$ cat src/rtl/muldiv_sequencer.sv
// muldiv_sequencer: multicycle RV32M unit beside the ALU.
// Multiplies take one registered step. Divides use restoring division, one
// quotient bit per clock, followed by a sign-fix step. oValid and oResult are
// registered as the sequencer leaves DONE.
module muldiv_sequencer #(
  parameter int EARLY_OUT = 1
) (
  input  logic        iCLK,
  input  logic        iRST,
  input  logic        iValid,
  input  logic [4:0]  iControl,
  input  logic [31:0] iA,
  input  logic [31:0] iB,
  input  logic        iFlush,
  output logic        oReady,
  output logic        oBusy,
  output logic        oValid,
  output logic [31:0] oResult
);

  // Operation codes shared with the ALU control field
  localparam logic [4:0] OPMUL    = 5'd11;
  localparam logic [4:0] OPMULH   = 5'd12;
  localparam logic [4:0] OPMULHSU = 5'd13;
  localparam logic [4:0] OPMULHU  = 5'd14;
  localparam logic [4:0] OPDIV    = 5'd15;
  localparam logic [4:0] OPDIVU   = 5'd16;
  localparam logic [4:0] OPREM    = 5'd17;
  localparam logic [4:0] OPREMU   = 5'd18;

  typedef enum logic [2:0] {S_IDLE, S_MUL, S_DIV, S_FIX, S_DONE} state_t;

  state_t      r_state, w_next;
  logic [4:0]  r_op;
  logic [32:0] r_a, r_b;        // sign-extended multiplicands / divisor magnitude
  logic [31:0] r_rem, r_quo;    // remainder:quotient pair, also {prod_hi, prod_lo}
  logic [4:0]  r_cnt;
  logic        r_neg_q, r_neg_r;
  logic        r_valid;
  logic [31:0] r_result;

  logic        w_accept, w_is_mul, w_is_div, w_sgn_a, w_sgn_b, w_sgn_div;
  logic        w_b_zero, w_ovf, w_early;
  logic [31:0] w_abs_a, w_abs_b;
  logic [63:0] w_a64, w_b64, w_prod;
  logic [32:0] w_shift, w_diff;

  // No accept while the result pulse is still on the output
  assign w_accept = (r_state == S_IDLE) && !r_valid && iValid;

  assign w_is_mul  = (iControl == OPMUL) || (iControl == OPMULH) ||
                     (iControl == OPMULHSU) || (iControl == OPMULHU);
  assign w_is_div  = (iControl == OPDIV) || (iControl == OPDIVU) ||
                     (iControl == OPREM) || (iControl == OPREMU);
  assign w_sgn_a   = (iControl == OPMUL) || (iControl == OPMULH) || (iControl == OPMULHSU);
  assign w_sgn_b   = (iControl == OPMUL) || (iControl == OPMULH);
  assign w_sgn_div = (iControl == OPDIV) || (iControl == OPREM);

  assign w_abs_a  = (w_sgn_div && iA[31]) ? (~iA + 32'd1) : iA;
  assign w_abs_b  = (w_sgn_div && iB[31]) ? (~iB + 32'd1) : iB;
  assign w_b_zero = (iB == 32'd0);
  assign w_ovf    = w_sgn_div && (iA == 32'h8000_0000) && (iB == 32'hFFFF_FFFF);
  assign w_early  = (EARLY_OUT != 0) && w_is_div && (w_b_zero || w_ovf);

  // Low 64 bits of a 64x64 product of sign-extended operands give the
  // correct signed/unsigned 32x32 product for every MUL variant
  assign w_a64  = {{31{r_a[32]}}, r_a};
  assign w_b64  = {{31{r_b[32]}}, r_b};
  assign w_prod = w_a64 * w_b64;

  // Restoring step: bit 32 of the trial difference is the borrow
  assign w_shift = {r_rem, r_quo[31]};
  assign w_diff  = w_shift - {1'b0, r_b[31:0]};

  // State register
  always_ff @(posedge iCLK) begin
    if (!iRST) r_state <= S_IDLE;
    else       r_state <= w_next;
  end

  // Next-state logic; a flush aborts only the working states
  always_comb begin
    w_next = r_state;
    case (r_state)
      S_IDLE: if (w_accept) begin
        if (w_early)       w_next = S_DONE;
        else if (w_is_mul) w_next = S_MUL;
        else if (w_is_div) w_next = S_DIV;
        else               w_next = S_DONE;
      end
      S_MUL:  w_next = S_DONE;
      S_DIV:  if (r_cnt == 5'd0) w_next = S_FIX;
      S_FIX:  w_next = S_DONE;
      S_DONE: w_next = S_IDLE;
      default: w_next = S_IDLE;
    endcase
    if (iFlush && ((r_state == S_MUL) || (r_state == S_DIV) || (r_state == S_FIX)))
      w_next = S_IDLE;
  end

  // Datapath: operand capture, multiply, divide iterations, sign fix, result
  always_ff @(posedge iCLK) begin
    if (!iRST) begin
      r_op     <= '0;
      r_a      <= '0;
      r_b      <= '0;
      r_rem    <= '0;
      r_quo    <= '0;
      r_cnt    <= '0;
      r_neg_q  <= 1'b0;
      r_neg_r  <= 1'b0;
      r_valid  <= 1'b0;
      r_result <= '0;
    end else begin
      r_valid <= 1'b0;
      case (r_state)
        S_IDLE: if (w_accept) begin
          r_op    <= iControl;
          r_a     <= {w_sgn_a & iA[31], iA};
          r_b     <= w_is_div ? {1'b0, w_abs_b} : {w_sgn_b & iB[31], iB};
          r_quo   <= w_abs_a;
          r_rem   <= '0;
          r_cnt   <= 5'd31;
          // Divide by zero keeps the all-ones quotient unsigned
          r_neg_q <= w_sgn_div && (iA[31] ^ iB[31]) && !w_b_zero;
          r_neg_r <= w_sgn_div && iA[31];
          if (w_early) begin
            r_quo <= w_b_zero ? 32'hFFFF_FFFF : 32'h8000_0000;
            r_rem <= w_b_zero ? iA : 32'd0;
          end
        end
        S_MUL: {r_rem, r_quo} <= w_prod;
        S_DIV: begin
          r_rem <= w_diff[32] ? w_shift[31:0] : w_diff[31:0];
          r_quo <= {r_quo[30:0], ~w_diff[32]};
          r_cnt <= r_cnt - 5'd1;
        end
        S_FIX: begin
          if (r_neg_q) r_quo <= ~r_quo + 32'd1;
          if (r_neg_r) r_rem <= ~r_rem + 32'd1;
        end
        S_DONE: begin
          r_valid <= 1'b1;
          case (r_op)
            OPMUL:                              r_result <= r_quo;
            OPMULH, OPMULHSU, OPMULHU:          r_result <= r_rem;
            OPDIV, OPDIVU:                      r_result <= r_quo;
            OPREM, OPREMU:                      r_result <= r_rem;
            default:                            r_result <= 32'd0;
          endcase
        end
        default: ;
      endcase
    end
  end

  assign oReady  = (r_state == S_IDLE) && !r_valid;
  assign oBusy   = (r_state != S_IDLE);
  assign oValid  = r_valid;
  assign oResult = r_result;

endmodule

$ cat config.mk
export PLATFORM = sky130hd
export DESIGN_NAME = muldiv_sequencer
export DESIGN_NICKNAME = d
export VERILOG_FILES = /design/src/rtl/muldiv_sequencer.sv
export SDC_FILE = /design/constraint.sdc
export NUM_CORES = 2
export LEC_CHECK = 0
export BUFFER_PORTS_ARGS = -buffer_cell sky130_fd_sc_hd__buf_4
export CAP_MARGIN = 20
export CORE_MARGIN = 2
export CORE_UTILIZATION = 40
export CTS_CLUSTER_DIAMETER = 40
export DETAILED_ROUTE_END_ITERATION = 12
export SLEW_MARGIN = 40
export SYNTH_ARGS = -nofsm -noshare
export SYNTH_HDL_FRONTEND = slang
export SYNTH_SLANG_ARGS = --single-unit
$ cat constraint.sdc
create_clock -name iCLK -period 7.7 [get_ports iCLK]
set_clock_uncertainty 0.1 [all_clocks]
set_input_delay 0.77 -clock iCLK [delete_from_list [all_inputs] [get_ports iCLK]]
set_output_delay 0.77 -clock iCLK [all_outputs]
set_load 0.1 [all_outputs]
==> results.toml <==
[worst_setup_path]
startpoint = "r_b[2]"
crit_slowest_cell = "fa_1"
r2r_start = "r_b[2]"
crit_path_end_kind = "flip-flop"
cp.required_ps = 8000
crit_arrival_ps = 8180
cp_max_fo = 4
crit_type = "flip-flop to flip-flop"
cpMostUsedCell = "fa_1"
crit_path_start_kind = "flip-flop"
max_stage_delay_ps = 550

[clock_tree]
cts_buffer_depth = 2
hold_buffers = 0
cts_root_buf = "clkbuf_16"
insertion_delay_ps = 520
cts_num_sinks = 178
cts_tree = "done"
cts_max_level = 4
cts_buffers = 17
cts.clk_slew.worst_paths_ps = 80

[layout]
final_cell_area_mm2 = 0.0610
nNetsFinal = 7774
final_layout_size_suffix_gt1_share_pct = 17.3
final_cell_mix = "1139 x inv_1, 1089 x fa_1, 777 x nand2_1"
layout_commonest_cell = "inv_1"
area_delta_synth_final_pct = 19.2

[logic_synthesis]
synth.distinct_cells = 91
yosysTopAreaCell = "fa_1"
synthTopCellsByArea = "fa_1 44%, inv_1 8.6%, dfxtp_1 7.0%, and2_1 6.7%, ha_1 6.1%"
synth_edf_count = 0
yosysSeqAreaShare_pct = 6.96
synthArstFlopShare_pct = 0
syn_nets = 7414
yosysWarnings = 0
synth-seq-cells = 178
synth.top_cell.area_share_pct = 44.0
synth_cells = 5964
netlist_area_mm2 = 0.0512
syn_avg_cell_area_um2 = 8.58
synth_flop_cell = "dfxtp_1"

[routing]
topRoutingLayerUsed = "met5"
post-route-drc-count = 0
dr_total_vias = 43000
dr_wl_met2_um = 83000
final_antenna_net_count = 0
met1_length_um = 69100
first_iter_violations = 3542
drt-vias-per-instance = 5.38
wl_per_cell_um = 21.5
finalWirelength_um = 172000
dr_wl_met3_um = 12300
first_pass_iters = 9

[place]
port_buffers = 107
place_ws_ps = -598
dp_hpwl_um = 139000
place_area_mm2 = 0.0577
place_congestion = 0.952

[timing]
max-slew-margin-rel_pct = 35.4
slew_viol_final = 0
worst_slack_ps = -181
hold_ws_ps = 368
setup_tns_ps = -1870
finalSetupViolations = 21
min_period_ps = 7880
rsz0062_at_grt = "true"
finalHoldViolCount = 0
worst_slew_pin_slew_ps = 967
fin_crit_sh_pct = 102
fmax_mhz = 127

[grt]
antenna_found_initial = 11
grt_usage_pct = 26.7
grt_pass1_vias = 45200
grt_first_pass_wirelength_um = 267000
grt_max_degree = 62
grt.overflow.total = 0

[hold_path]
hp-start = "r_neg_r"
min_path_type = "flip-flop to flip-flop"

[pwr]
peakVddDrop_v = 0.000296
power_density_mw_per_mm2 = 203
p_leak_uw = 0.0295

[floorplan]
num_rows = 131
dieHeight_um = 362
core_area_mm2 = 0.127
die_w_um = 362
start_util_pct = 40.2
io_pins = 108
die_area_mm2 = 0.131

[run]
drv_cap = 0

[outcome]
status = "finished, violations left"
violations = "negative setup slack"
critical path: cells and delay by family (launching register included):
kind / cells / cell delay, ps
AO/OA/AOI/OAI: 6 / 1080
adder cells (fa/ha/maj): 9 / 4290
buffers and inverters: 9 / 630
flip-flops: 1 / 390
AND/OR/NAND/NOR: 6 / 1270
repair_timing:
action                     4_1_cts  5_1_grt
setup buffers                   41       41
resized for setup              252      212
cloned                           6        1
setup endpoints to repair       39       42
pin swaps                      163      198
per-stage QoR:
stage	utilization (%)	std cells	power, uW
CTS	47.0	7963	11600
global placement	45.3	7890	9740
detailed placement	45.3	7890	9740
global route	47.9	8002	13200
finish	47.9	8003	12400
floorplan	-	5964	5790
cells in the mapped netlist, drive strengths merged, types with 7 or more instances:
| cell | n |
|---|---|
| a221oi | 45 |
| nor2b | 38 |
| mux2i | 22 |
| nor4 | 24 |
| xor2 | 87 |
| or3 | 32 |
| fa | 1126 |
| nand3 | 47 |
| nand2 | 791 |
| o31ai | 26 |
| buf | 25 |
| o211ai | 44 |
| xnor2 | 107 |
| o21ai | 188 |
| nand3b | 7 |
| inv | 1180 |
| o41ai | 8 |
| clkbuf | 348 |
| nand2b | 25 |
| and3 | 15 |
| o21bai | 8 |
| or4 | 14 |
| dfxtp | 178 |
| nor3 | 80 |
| and2 | 552 |
| ha | 251 |
| nor2 | 199 |
| or2 | 9 |
| a21oi | 236 |
| a21o | 46 |
| o21a | 15 |
| a31oi | 13 |
| nand4 | 29 |
| a211oi | 45 |
cell type report:
class,instances,area (um^2)
clock inverters,14,143
well taps,1662,2080
clock buffers,18,429
fillers,12200,66200
inverters,1180,4440
repair buffers,714,6850
diodes,4,10.0
flip-flops and latches,178,3650
multi-input cells,4233,43400
metal layers:
metal,vias to the layer above,track usage [%]
met4,12,10.3
met2,1680,44.9
li1,18900,-
met3,376,3.71
met5,-,0
met1,22000,34.9
sequential cells by signal (all words and copies together), names as in the netlist:
name and flops:
oResult 32, oValid 1, r_a 33, r_b 33, r_cnt 5, r_neg_q 1
r_neg_r 1, r_op 5, r_quo 32, r_rem 32, r_state 3
power by group:
part / internal (uW) / switching (uW)
clock network: 430 / 502
registers: 1030 / 142
logic: 4290 / 5980
total: 5750 / 6620
cell families after synthesis:
kind of cell,count (synthesis),share of synthesized area [%]
adders and majority gates,1377,50.2
buffers and inverters,1553,11.5
and+or+nand+nor,1875,18.1
DFF,178,6.96
AOI/OAI and AO/OA,761,9.46
muxes,26,0.518
xor gates and xnor gates,194,3.32
final timing paths:
path | slack [ps] | end | depth (start not counted)
worst min register to register | 370 | r_neg_r | 2
worst max register to register | -180 | r_rem[12] | 30
worst min-delay path | 370 | r_neg_r | 2
worst max-delay path | -180 | r_rem[12] | 30
No activity file was read; power rests on OpenSTA's default activity.
